$ cat config.mk
export PLATFORM = sky130hd
export DESIGN_NAME = slim_fz_sched
export DESIGN_NICKNAME = d
export VERILOG_FILES = /design/src/rtl/slim_fz_sched.sv
export SDC_FILE = /design/constraint.sdc
export NUM_CORES = 1
export LEC_CHECK = 0
export ABC_AREA = 1
export BUFFER_PORTS_ARGS = -buffer_cell sky130_fd_sc_hd__buf_4
export CAP_MARGIN = 20
export CORE_MARGIN = 4
export CORE_UTILIZATION = 59
export CTS_BUF_LIST = sky130_fd_sc_hd__clkbuf_8
export DETAILED_ROUTE_END_ITERATION = 8
export MAX_ROUTING_LAYER = met4
export PLACE_DENSITY = 0.92
export SYNTH_ARGS = -nofsm -noshare
export SYNTH_HDL_FRONTEND = slang
export SYNTH_SLANG_ARGS = --single-unit
export TNS_END_PERCENT = 5
$ cat constraint.sdc
create_clock -name clk -period 3 [get_ports clk]
set_input_delay 0.3 -clock clk [delete_from_list [all_inputs] [get_ports clk]]
set_output_delay 0.3 -clock clk [all_outputs]
set_load 0.01 [all_outputs]
$ cat src/rtl/slim_fz_sched.sv
// Slime freeze scheduler: one shared collision comparator scans the slimes
// round-robin, and each slime runs an IDLE/FROZEN/THAW/COOL timer FSM driven
// by a prescaled freeze tick.
// Optional feature: define SLIM_FZ_REFREEZE_EN to let a hit during THAW
// refreeze the slime.
module slim_fz_sched #(
    parameter int unsigned N_SLIM     = 4,
    parameter int unsigned TICK_DIV   = 6000000,
    parameter int unsigned FZ_TICKS   = 15,
    parameter int unsigned THAW_TICKS = 3,
    parameter int unsigned CD_TICKS   = 4
) (
    input  logic                      clk,
    input  logic                      rst,
    input  logic [9:0]                x_blue,
    input  logic [8:0]                y_blue,
    input  logic [10*N_SLIM-1:0]      x_slim_bus,
    input  logic [9*N_SLIM-1:0]       y_slim_bus,
    output logic [N_SLIM-1:0]         frozen,
    output logic [N_SLIM-1:0]         thaw,
    output logic                      hit_valid,
    output logic [$clog2(N_SLIM)-1:0] hit_idx
);

    localparam int unsigned IW   = $clog2(N_SLIM);
    localparam int unsigned PW   = (TICK_DIV > 1) ? $clog2(TICK_DIV) : 1;
    localparam int unsigned MAXT = (FZ_TICKS > CD_TICKS) ? FZ_TICKS : CD_TICKS;
    localparam int unsigned CW   = $clog2(MAXT + 1);

    typedef enum logic [1:0] {StIdle, StFrozen, StThaw, StCool} state_e;

    logic [PW-1:0]     pre_q;
    logic              tick;
    logic [IW-1:0]     scan_q;
    logic [9:0]        xs;
    logic [8:0]        ys;
    logic              collide;
    logic              hit1_q;
    logic [IW-1:0]     idx1_q;
    state_e            state_q [N_SLIM];
    state_e            state_d [N_SLIM];
    logic [CW-1:0]     cnt_q   [N_SLIM];
    logic [CW-1:0]     cnt_d   [N_SLIM];
    logic [N_SLIM-1:0] accept;
    logic [N_SLIM-1:0] frozen_q, thaw_q;
    logic              hit_valid_q;
    logic [IW-1:0]     hit_idx_q;

    assign tick = (pre_q == PW'(TICK_DIV - 1));

    // Freeze-tick prescaler, wraps at TICK_DIV-1
    always_ff @(posedge clk or posedge rst) begin
        if (rst) pre_q <= '0;
        else     pre_q <= tick ? '0 : pre_q + 1'b1;
    end

    // Scan pointer steps one slime per cycle
    always_ff @(posedge clk or posedge rst) begin
        if (rst) scan_q <= '0;
        else     scan_q <= (scan_q == IW'(N_SLIM - 1)) ? '0 : scan_q + 1'b1;
    end

    // Select the scanned slime and run the widened overlap test
    always_comb begin
        xs = '0;
        ys = '0;
        for (int i = 0; i < int'(N_SLIM); i++) begin
            if (scan_q == IW'(i)) begin
                xs = x_slim_bus[10*i +: 10];
                ys = y_slim_bus[9*i +: 9];
            end
        end
        collide = (({1'b0, x_blue} + 11'd24) < ({1'b0, xs} + 11'd62)) &&
                  (({1'b0, x_blue} + 11'd24) > {1'b0, xs}) &&
                  (({1'b0, y_blue} + 10'd41) < ({1'b0, ys} + 10'd2)) &&
                  (({1'b0, y_blue} + 10'd43) > {1'b0, ys});
    end

    // Stage 1: register comparator result with its slime index
    always_ff @(posedge clk or posedge rst) begin
        if (rst) begin
            hit1_q <= 1'b0;
            idx1_q <= '0;
        end else begin
            hit1_q <= collide;
            idx1_q <= scan_q;
        end
    end

    // Stage 2: per-slime next state; a hit outranks a coincident tick
    always_comb begin
        for (int i = 0; i < int'(N_SLIM); i++) begin
            state_d[i] = state_q[i];
            cnt_d[i]   = cnt_q[i];
            accept[i]  = 1'b0;
            case (state_q[i])
                StIdle: begin
                    if (hit1_q && (idx1_q == IW'(i))) begin
                        state_d[i] = StFrozen;
                        cnt_d[i]   = CW'(FZ_TICKS);
                        accept[i]  = 1'b1;
                    end
                end
                StFrozen: begin
                    if (tick) begin
                        cnt_d[i] = cnt_q[i] - 1'b1;
                        if (cnt_q[i] == CW'(THAW_TICKS + 1)) state_d[i] = StThaw;
                    end
                end
                StThaw: begin
`ifdef SLIM_FZ_REFREEZE_EN
                    if (hit1_q && (idx1_q == IW'(i))) begin
                        state_d[i] = StFrozen;
                        cnt_d[i]   = CW'(FZ_TICKS);
                        accept[i]  = 1'b1;
                    end else
`endif
                    if (tick) begin
                        cnt_d[i] = cnt_q[i] - 1'b1;
                        if (cnt_q[i] == CW'(1)) begin
                            state_d[i] = StCool;
                            cnt_d[i]   = CW'(CD_TICKS);
                        end
                    end
                end
                StCool: begin
                    if (tick) begin
                        cnt_d[i] = cnt_q[i] - 1'b1;
                        if (cnt_q[i] == CW'(1)) state_d[i] = StIdle;
                    end
                end
                default: begin
                    state_d[i] = StIdle;
                    cnt_d[i]   = '0;
                end
            endcase
        end
    end

    // FSM registers plus registered flag decode and hit report
    always_ff @(posedge clk or posedge rst) begin
        if (rst) begin
            for (int i = 0; i < int'(N_SLIM); i++) begin
                state_q[i] <= StIdle;
                cnt_q[i]   <= '0;
            end
            frozen_q    <= '0;
            thaw_q      <= '0;
            hit_valid_q <= 1'b0;
            hit_idx_q   <= '0;
        end else begin
            for (int i = 0; i < int'(N_SLIM); i++) begin
                state_q[i]  <= state_d[i];
                cnt_q[i]    <= cnt_d[i];
                frozen_q[i] <= (state_d[i] == StFrozen) || (state_d[i] == StThaw);
                thaw_q[i]   <= (state_d[i] == StThaw);
            end
            hit_valid_q <= |accept;
            if (|accept) hit_idx_q <= idx1_q;
        end
    end

    assign frozen    = frozen_q;
    assign thaw      = thaw_q;
    assign hit_valid = hit_valid_q;
    assign hit_idx   = hit_idx_q;

endmodule
* After elaboration in Yosys (flattened, before gate mapping)
Cells that the tools add are included.
Operators by class: $lt $le $gt $ge 4, equal/unequal tests 47, reductions and logical operators 26, add/subtract/negate cells 11, muxes and demuxes 70
Operators with widths (number):
- $mux W4 | 16
- $mux W2 | 29
- $pmux W4 S3 | 4
- $mux W10 | 4
- $mux W9 | 4
- $eq A2 B2 Y1 const B | 16
- $pmux W2 S4 | 4
- $add A23 B1 Y23 const B | 1
- $eq A23 B23 Y1 const B | 1
- $mux W23 | 1
- $add A9 B6 Y10 const B | 2
- $eq A2 B1 Y1 const B | 10
- $eq A4 B1 Y1 const B | 4
- $eq A4 B3 Y1 const B | 4
- $ne A2 B2 Y1 const B | 8
- $sub A4 B1 Y4 const B | 4
- $logic_not A2 Y1 | 6
- $reduce_and A3 Y1 | 4
- $add A10 B5 Y11 const B | 1
- $add A10 B6 Y11 const B | 1
- $gt A11 B10 Y1 | 1
- $lt A11 B11 Y1 | 1
- $add A9 B2 Y10 const B | 1
- $gt A10 B9 Y1 | 1
- other kinds (8) | 30
Storage, ports and cells: output and inout bits 11, register bits after elaboration 63, word-level logic and storage cells 174

* Depth between registers and ports, before layout
Gate-level depths: netlist (run 1).
depth after elaboration 10, gate-level depth with buffers 25, gate-level depth less buffers 23

* Least setup slack after synthesis (run 1)
OpenSTA, ideal clock, no wires.
kind reg2reg, start point register scan_q[0], end point register hit1_q, period minus slack after synthesis 2.723 ns, stages on the path, launching flop included 22, path slack 0.277 ns, setup time 0.071 ns, arrival 2.652 ns, cells stage by stage dfrtp_1 -> ha_1 -> buf_2 -> buf_6 -> o21ai_1 -> nand2_1 -> nand2_1 -> o21ai_0 -> inv_1 -> ha_1 -> nand2_1 -> nor2_1 -> nand2_1 -> nand2_1 -> nand2_1 -> ha_1 -> a21oi_1 -> o21a_1 -> nand2_1 -> nor2_1 -> nand4_1 -> nor2_1
Between the ends: word-level cells in the longest chain between the ends 10, elaborated cells between the ends (all ways) 21
Ends and longest elaborated chain:
- from (decl) | RTL line 34 | logic [IW-1:0] scan_q;
- from (signal assigned) | RTL line 60 | else scan_q <= (scan_q == IW'(N_SLIM - 1)) ? '0 : scan_q + 1'b1;
- $logic_not A2 Y1 | RTL line 68 | if (scan_q == IW'(i)) begin
- $mux W10 (4 in a row) | RTL line 68
- $add A10 B6 Y11 | RTL line 73 | collide = (({1'b0, x_blue} + 11'd24) < ({1'b0, xs} + 11'd62)) &&
- $lt A11 B11 Y1 | RTL line 73
- $logic_and A1 B1 Y1 | RTL line 73
- $logic_and A1 B1 Y1 | RTL line 74 | (({1'b0, x_blue} + 11'd24) > {1'b0, xs}) &&
- $logic_and A1 B1 Y1 * | RTL line 75 | (({1'b0, y_blue} + 10'd41) < ({1'b0, ys} + 10'd2)) &&
- net collide | RTL line 37 | logic collide;
- to (signal assigned) | RTL line 85 | hit1_q <= collide;
- to (decl) | RTL line 38 | logic hit1_q;
The timed path passes the listed nets; every way through them passes the cells marked *. A chain may end at the register's enable or synchronous reset.

* Worst setup path in the final report (run 1)
Same ends and word-level chain as after synthesis.

==> impl_metrics.ini, run 1 <==
[finish]
drive_gt1_share_pct = 22.32
syn_to_final_growth_pct = 26.11
fin_util_pct = 75.90
fin_area_sq_um = 7385
antenna_cells = 0
fillers = 707
final_nets = 1152

[critical_path]
crit_start = scan_q[0]$_DFF_PP0_
crit_fanout = 8
crit_path_end_kind = flop
crit_path_frequent_cell = nand2_1
r2r_start = scan_q[0]$_DFF_PP0_
path_cells = inv_2 -> ha_2 -> buf_6 -> buf_4 -> a21oi_1 -> nand2_1 -> nand2_1 -> nand3_2 -> nor2_1 -> xnor2_1 -> ha_1 -> a21oi_1 -> o21ai_0 -> nand2_1 -> nand2_1 -> nor2_1 -> nand4_1 -> nor2_1
cp_slowest_stage_delay_ns = 0.46
cp_data_required_time_ns = 3.27
crit_type = flop to flop
critPathLaunchType = flop
cp.arrival_ns = 3.30
cpMaxStageDelayCell = dfrtp_2

[routing]
num_vias = 6193
routedWlPerCell_um = 14.43
remaining_drc_errors = 0
ant_nets = 0
avgViaCountPerCell = 5.471
wl_um = 16340
drtIter0Drc = 522
dr.pass1.iters = 5

[floorplanning]
die-width_um = 107.6
initial_core_util_pct = 60.19
core_sq_um = 9729
dieArea_sq_um = 11580
placementRows = 36
boundaryPins = 108
die_y_um = 107.6

[sta]
skew_ns = 0.007159
fin_crit_ns = 3.030
slew_headroom_pct = 48.47
setup_tns_ns = -0.02997
final.period_utilization_pct = 101.0
final-setup-viol-count = 1
drv_slew = 0
max_freq_ghz = 0.3300
setup_ws_ns = -0.02997
hold_viol = 0
worstMarginPinSlew_ns = 0.7730

[placement]
port_buffers = 107
gp_congestion = 0.9835
place_ws_ns = -0.08018
place_area_sq_um = 6863
dp_hpwl_um = 12120

[clock_tree]
numCtsBuffers = 9
cts_buffer_depth = 2
clock_tree.root_cell = clkbuf_8
cts_tree = done
clock-sinks = 63
clk_pin_slew_ns = 0.07
clk_latency_ns = 0.35
htree_levels = 3

[synthesis]
synthMuxAreaShare_pct = 0
synthAdderAreaFrac_pct = 13.03
syn_area_sq_um = 5856
synth_top_family_by_area = simple AND/OR/NAND/NOR gates
synth_compound_area_share_pct = 11.26
ys_ff_latch = 63
synthDistinctLibCells = 38
synth_area_per_cell_sq_um = 6.769
synthSimpleGateAreaFrac_pct = 32.74
synthCells = 865
synth_xor_area_share_pct = 6.581
ys_seq_area_share_pct = 26.92
yosysWarnings = 0
syn_nets = 1023

[min_path]
worstHoldPathType = primary input to asynchronous set/reset pin

[pwr]
p_per_area_nw_per_um2 = 428.8
max-vdd-ir-drop_uv = 231.5
p_leak_nw = 3.931

[run_status]
violations = negative setup slack
status = finished, violations left

[global_routing]
antenna_found_initial = 0
grt_first_pass_wirelength_um = 25100
track_usage_pct = 27.25
grt_max_degree = 64
grt-ovfl-total = 0
grt_pass1_vias = 5735

[flow_run]
maxCapViolations = 0
-- layer usage --
layer	part of all wire (%)	routed length, um	vias up	global-route usage [%]
li1	-	-	3048	-
met1	42	6803	2826	33.27
met2	49	8023	274	45.29
met3	6.1	1000	45	4.499
met4	3.1	507	0	10.55
met5	0	0	-	-
-- report_power, final --
group | switching [W] | leakage, nW | internal, W
registers | 0.000111 | 0.810 | 0.00102
logic | 0.000762 | 3.01 | 0.000551
clock network | 0.000326 | 0.108 | 0.000396
-- final timing paths --
kind,endpoint,slack (ns),cells past startpoint
max,hit1_q$_DFF_PP0_,-0.03,18
min,state_q[6]$_DFF_PP0_,0.14,3
max reg2reg,hit1_q$_DFF_PP0_,-0.03,18
min reg2reg,pre_q[0]$_DFF_PP0_,0.48,1
max in group asynchronous,scan_q[1]$_DFF_PP0_,2.29,3
min in group clk,hit1_q$_DFF_PP0_,0.43,5
-- registers in the layout, summed over array words and instances, names as in the netlist --
signal     flops
state_q        8
cnt_q         16
hit_valid      1
idx1_q         2
frozen         4
pre_q         23
hit_idx        2
thaw           4
scan_q         2
hit1_q         1
-- synth_stat cells (all sizes together) --
cell	instances	area, sq um
a21o	1	7.510
a21oi	51	255.2
a22o	1	8.760
a22oi	2	15.01
a31oi	1	6.260
and3	1	6.260
buf	12	86.33
clkbuf	3	11.26
dfrtp	63	1577
ha	61	763.2
inv	121	456.7
nand2	229	892.1
nand3	58	307.8
nand3b	2	15.01
nand4	25	156.4
nor2	108	451.7
nor3	10	50.05
o211ai	2	15.01
o21a	5	37.54
o21ai	56	291.5
o21bai	3	22.52
or2	6	37.54
xnor2	11	96.34
xor2	33	289.0
-- cell usage in the layout, fill, tap and decap left out, types with 4 or more instances in the layout --
cell,instances
ha_4,6
a21oi_2,4
o21ai_0,49
buf_6,4
xnor2_1,11
nand2_4,4
o21ai_1,4
inv_2,6
clkbuf_8,10
a21oi_1,45
xor2_1,33
inv_1,113
dfrtp_1,61
or2_2,5
nor2_4,6
nor2_1,92
nor2_2,9
nand3_2,4
nand2_1,209
nand3_1,51
nor3_1,10
o21a_1,5
nand4_1,25
nand2_2,16
buf_4,128
ha_1,54
-- worst max-delay path: cells and delay by family (launching register included) --
kind	cells	cell delay [ns]
simple gates	9	0.99
buf+inv	3	0.39
fa+ha+maj	2	0.49
compound gates	3	0.48
xor+xnor	1	0.13
flops	1	0.46
-- stage by stage --
stage          instances  hold WS (ns)  total power (W)
6_report            1132        0.1364         0.003166
5_1_grt             1132        0.2307         0.003405
4_1_cts             1127        0.1989         0.003111
3_5_place_dp        1108        0.4386         0.002382
3_3_place_gp        1108        0.4216         0.002328
2_1_floorplan        865        0.4009         0.001979
-- cell families (layout without fill, tap and decap cells) --
logic type / after synthesis / after routing
adder cells (fa/ha/maj): 61 / 61
buffers and inverters: 136 / 270
AND/OR/NAND/NOR: 439 / 439
AO/OA/AOI/OAI: 122 / 122
flip-flops: 63 / 63
XOR/XNOR: 44 / 44
-- timing repair --
action | 4_1_cts | 5_1_grt
resized for setup | 1 | 72
setup buffers | 3 | 5
setup endpoints to repair | 1 | 1
hold buffers | 0 | 0
pin swaps | 1 | 22
-- layout make-up --
cell class	count	area [sq um]	share of cell area (%)
Tap cell	133	166.4	2.253
Clock buffer	10	137.6	1.864
Clock inverter	6	52.55	0.7116
Multi-Input combinational cell	666	3963	53.66
Sequential cell	63	1579	21.38
Timing Repair Buffer	133	1021	13.83
Inverter	121	465.4	6.303
(Power assumes the default switching activity.)
==> inputs of run 2 (changes only) <==
--- a/config.mk
+++ b/config.mk
@@ -12,8 +12,10 @@
 export CORE_UTILIZATION = 59
 export CTS_BUF_LIST = sky130_fd_sc_hd__clkbuf_8
 export DETAILED_ROUTE_END_ITERATION = 8
+export GPL_TIMING_DRIVEN = 0
 export MAX_ROUTING_LAYER = met4
 export PLACE_DENSITY = 0.92
+export SKIP_LAST_GASP = 1
 export SYNTH_ARGS = -nofsm -noshare
 export SYNTH_HDL_FRONTEND = slang
 export SYNTH_SLANG_ARGS = --single-unit
==> run 2 against run 1 <==
Net effect: the run still ends with negative setup slack left; clock power shrank 8.3%; clock skew grew 0.0026 ns; combinational power is essentially flat; hold slack gained 0.31 ns; power shrank 1.1%; utilization shrank 0.17 points; clock-buffer cell count grew 2; critical endpoint unchanged.
==> impl_metrics.ini, run 2 (same netlist as run 1, synthesis figures left out) <==
[critical_path]
cp_data_required_time_ns = 3.24
r2r_start = scan_q[1]$_DFF_PP0_
cp.arrival_ns = 3.36
crit_start = scan_q[1]$_DFF_PP0_
cp_num_buf_inv = 5
r2r_slack_ns = -0.11
crit_fanout = 8
crit_path_end_kind = flop
critPathLaunchType = flop
cp_top_family = simple AND/OR/NAND/NOR gates
crit_type = flop to flop
path_cells = buf_6 -> ha_2 -> buf_6 -> clkinvlp_4 -> buf_6 -> or2_2 -> nand3_4 -> nor2_4 -> buf_4 -> nand3_1 -> nand2_2 -> ha_4 -> nand2_1 -> nor2_4 -> nand4_1 -> nor2_1 -> nor2_2 -> nand4_1 -> nor2_1
cpMaxStageDelayCell = dfrtp_1
crit_path_frequent_cell = buf_6
cp_slowest_stage_delay_ns = 0.41

[sta]
final.period_utilization_pct = 103.8
hold-worst-slack_ns = 0.4476
rsz0062_at_grt = true
final-setup-viol-count = 1
worstMarginPinSlew_ns = 0.5144
fin_crit_ns = 3.115
hold_viol = 0
drv_slew = 0
slew_headroom_pct = 65.66
skew_ns = 0.009796
max_freq_ghz = 0.3210
setup_tns_ns = -0.1149
setup_ws_ns = -0.1149

[finish]
final_nets = 1154
largest_register_ffs = 23
final_common_cell = nand2_1
antenna_cells = 0
reg_top3 = pre_q: 23 flops, cnt_q: 16 flops, state_q: 8 flops
drive_gt1_share_pct = 21.64
syn_to_final_growth_pct = 25.83
largest_register = pre_q
final_cell_mix = nand2_1, buf_4, inv_1, nor2_1, dfrtp_1

[pwr]
total_power_w = 0.003133
max-vdd-ir-drop_uv = 237.2
p_leak_nw = 3.921
p_per_area_nw_per_um2 = 425.2

[clock_tree]
clk_latency_ns = 0.35
clk_pin_slew_ns = 0.07
numCtsBuffers = 9
clock-sinks = 63
clock_tree.root_cell = clkbuf_8
cts_buffer_depth = 2
htree_levels = 3
cts_tree = done

[routing]
wl_um = 16990
drtIter0Drc = 453
avgViaCountPerCell = 5.599
routedWlPerCell_um = 15.03
num_vias = 6332
ant_nets = 0
dr.pass1.iters = 6
remaining_drc_errors = 0

[global_routing]
grt_pass1_vias = 6105
grt_max_degree = 40
grt-ovfl-total = 0
track_usage_pct = 28.82
grt_first_pass_wirelength_um = 26470
antenna_found_initial = 0

[placement]
place_ws_ns = -0.2538
gp_congestion = 0.9998
port_buffers = 105
dp_hpwl_um = 12490

[floorplanning]
boundaryPins = 108
placementRows = 36
die-width_um = 107.6
initial_core_util_pct = 60.19
core_sq_um = 9729
dieArea_sq_um = 11580
die_y_um = 107.6

[run_status]
status = finished, violations left
violations = negative setup slack

[min_path]
hold_start = y_blue[5]
worstHoldPathType = primary input to flop

[flow_run]
maxCapViolations = 0
## run 2: cell count changes in the layout (fill, tap and decap cells not counted), moves of 2 or more
cell,previous run,this run
o21ai_2,2,0
buf_4,128,118
buf_2,0,3
buf_12,0,2
nand2_1,209,211
inv_1,113,111
a21oi_4,2,0
buf_6,4,8
clkbuf_8,10,12
clkinv_2,3,1
nand2_2,16,14
clkbuf_1,0,2
## run 2: per-stage QoR
step,cell area (sq um),utilization (%),instances
2_1_floorplan,5856,-,865
3_3_place_gp,6810,70.00,1103
3_5_place_dp,6830,70.20,1104
4_1_cts,7108,73.06,1122
5_1_grt,7368,75.73,1131
6_report,7368,75.73,1131
## run 2: layout make-up
class	instances	area [sq um]
plain buffers	14	116.4
inverters	121	465.4
multi-input cells	666	3935
flip-flops and latches	63	1578
fillers	723	2361
repair buffers	121	937.1
clock inverters	1	5.005
well taps	133	166.4
clock buffers	12	165.2
## run 2: power breakdown
part	internal, W	leakage [nW]	switching, W
sequential	0.00102	0.812	0.000115
combinational	0.000551	3.02	0.000783
clock	0.000352	0.0902	0.000310
## run 2: final timing paths
path	to	cells past startpoint
hold / removal	hit1_q$_DFF_PP0_	5
max in group asynchronous	scan_q[0]$_DFF_PP0_	4
min in group asynchronous	cnt_q[14]$_DFFE_PP0P_	3
setup / recovery	hit1_q$_DFF_PP0_	19
hold reg to reg	pre_q[0]$_DFF_PP0_	1
setup reg to reg	hit1_q$_DFF_PP0_	19
## run 2: repair_timing
item                                   in CTS  in global routing
setup endpoints to repair                   1                  1
endpoints found under the hold margin      13                  0
resized for setup                          20                 49
pin swaps                                   6                 22
setup buffers                               5                  8
gates cloned                                0                  1
hold buffers                                1                  0
## run 2: worst min-delay path, cell delays in order
cell and delay (ns):
buf_4 0.10, nor2_1 0.06, nor2_1 0.13, a21oi_1 0.07, nor2_1 0.09
## run 2: routing by layer
metal  vias to the layer above  routed length [um]  global-route usage [%]
met2                       333                8330                   49.16
li1                       3051                   -                       -
met1                      2856                6517                   33.42
met3                        92                1086                   3.539
met5                         -                   0                       -
met4                         0                1059                   14.61
==> inputs of run 3 (changes only) <==
==> constraint.sdc (replaced) <==
create_clock -name clk -period 3.15 [get_ports clk]
set_input_delay 0.315 -clock clk [delete_from_list [all_inputs] [get_ports clk]]
set_output_delay 0.315 -clock clk [all_outputs]
set_load 0.01 [all_outputs]
==> run 3 against run 2 <==
Net effect: the run now ends clean; final cell count shrank 0.27%; die area is the same; critical path depth grew 2; utilization shrank 1.2 points; sequential share of layout area grew 0.32 points; hold slack lost 0.44 ns; setup slack gained 0.17 ns; sequential cell count is the same; largest cell class unchanged; highest routed layer unchanged; largest power group unchanged; clock power shrank 5.7%; global-route usage shrank 0.31 points; via count shrank 1.1%.
==> impl_metrics.ini, run 3 (same netlist as run 1, synthesis figures left out) <==
[run_status]
status = finished, final reports clean

[critical_path]
cp_num_buf_inv = 4
critPathLaunchType = flop
cpMaxStageDelayCell = dfrtp_1
crit_type = flop to flop
path_cells = buf_4 -> ha_1 -> buf_6 -> inv_4 -> buf_6 -> nor2_1 -> nor2_1 -> nand2_1 -> nand2_2 -> nand2_1 -> nor2_4 -> nand2_1 -> xor2_1 -> ha_1 -> nand2_1 -> nor2_2 -> nand4_1 -> nor2_1 -> nor2_2 -> nand4_1 -> nor2_1
crit_fanout = 8
crit_path_end_kind = flop
cp_top_family = simple AND/OR/NAND/NOR gates
cp_slowest_stage_delay_ns = 0.41
cp_data_required_time_ns = 3.38
cp.arrival_ns = 3.32

[routing]
ant_nets = 0
routedWlPerCell_um = 14.34
remaining_drc_errors = 0
dr.pass1.iters = 5
wl_um = 16180
drtIter0Drc = 417
num_vias = 6260
avgViaCountPerCell = 5.550

[clock_tree]
numCtsBuffers = 9
clock-sinks = 63
clk_latency_ns = 0.35
cts_tree = done
clk_pin_slew_ns = 0.06
clock_tree.root_cell = clkbuf_8
cts_buffer_depth = 2
htree_levels = 3

[floorplanning]
placementRows = 36
die-width_um = 107.6
boundaryPins = 108
die_y_um = 107.6
core_sq_um = 9729
initial_core_util_pct = 60.19
dieArea_sq_um = 11580

[sta]
drv_slew = 0
final-setup-viol-count = 0
max_freq_ghz = 0.3234
hold_viol = 0
final.period_utilization_pct = 98.15
hold-worst-slack_ns = 0.006043
fin_crit_ns = 3.092
worstMarginPinSlew_ns = 0.5163
setup_ws_ns = 0.05822
slew_headroom_pct = 65.53
skew_ns = 0.007648

[flow_run]
maxCapViolations = 0

[finish]
final_cell_mix = nand2_1, buf_4, inv_1, nor2_1, dfrtp_1
syn_to_final_growth_pct = 23.91
reg_top3 = pre_q: 23 flops, cnt_q: 16 flops, state_q: 8 flops
fin_area_sq_um = 7256
antenna_cells = 0
largest_register = pre_q
largest_register_ffs = 23
regArea_sq_um = 1577
fillers = 770
final_common_cell = nand2_1
multiInputGateArea_sq_um = 3865
drive_gt1_share_pct = 20.40
fin_util_pct = 74.58
final_nets = 1151

[global_routing]
grt_first_pass_wirelength_um = 26220
antenna_found_initial = 0
track_usage_pct = 28.51
grt-ovfl-total = 0
grt_max_degree = 40
grt_pass1_vias = 6061

[placement]
place_ws_ns = -0.1038
dp_hpwl_um = 12490
gp_congestion = 0.9998
port_buffers = 105
place_area_sq_um = 6830

[min_path]
worstHoldPathType = primary input to asynchronous set/reset pin

[pwr]
max-vdd-ir-drop_uv = 227.2
p_per_area_nw_per_um2 = 406.4
total_power_w = 0.002949
p_leak_nw = 3.905
==> run 3: changes by cell type in the layout (fill, tap and decap cells not counted), moves of 2 or more <==
cell / before / now
ha_1: 53 / 56
nor2_2: 10 / 8
a21oi_1: 46 / 48
a21oi_2: 5 / 3
nand2_1: 211 / 214
ha_4: 6 / 3
nor2_1: 92 / 94
nand2_2: 14 / 12
==> run 3: power breakdown <==
part	switching [W]	total (W)	internal [W]	leakage, nW
Sequential	0.000107	0.00108	0.000973	0.812
Combinational	0.000725	0.00124	0.000520	3.00
Clock	0.000289	0.000624	0.000335	0.0902
Total	0.00112	0.00295	0.00183	3.90
==> run 3: final timing paths <==
path / startpoint / to / slack (ns) / cells past startpoint
worst max-delay path: scan_q[1]$_DFF_PP0_ / hit1_q$_DFF_PP0_ / 0.06 / 21
worst min-delay path: rst / cnt_q[14]$_DFFE_PP0P_ / 0.006 / 2
worst max register to register: scan_q[1]$_DFF_PP0_ / hit1_q$_DFF_PP0_ / 0.06 / 21
worst min register to register: pre_q[0]$_DFF_PP0_ / pre_q[0]$_DFF_PP0_ / 0.46 / 1
max in group asynchronous: rst / cnt_q[4]$_DFFE_PP0P_ / 2.56 / 3
min in group clk: y_blue[5] / hit1_q$_DFF_PP0_ / 0.46 / 5
==> run 3: cell type report <==
| class | count | share of cell area [%] |
|---|---|---|
| Tap cell | 133 | 2.294 |
| Clock inverter | 1 | 0.06898 |
| Buffer | 14 | 1.604 |
| Sequential cell | 63 | 21.73 |
| Multi-Input combinational cell | 666 | 53.27 |
| Inverter | 121 | 6.380 |
| Timing Repair Buffer | 118 | 12.38 |
| Clock buffer | 12 | 2.276 |
==> run 3: repair_timing <==
item	4_1_cts	5_1_grt
setup buffers	2	10
setup endpoints to repair	1	1
gates resized for setup	4	49
pin swaps	0	12
hold buffers	0	0
hold endpoints to repair	0	0
==> run 3: metrics by stage <==
stage	cells	TNS, ns
6_report	1128	0
5_1_grt	1128	-0.1410
4_1_cts	1119	0
3_5_place_dp	1104	-0.1038
3_3_place_gp	1103	0
2_1_floorplan	865	0
==> run 3: metal layers <==
| layer | up-vias | global-route usage, % | share of wire, % |
|---|---|---|---|
| met1 | 2851 | 33.19 | 39 |
| met3 | 68 | 3.659 | 6.4 |
| li1 | 3041 | - | - |
| met2 | 300 | 48.49 | 50 |
| met4 | 0 | 14.16 | 4.5 |
| met5 | - | - | 0 |
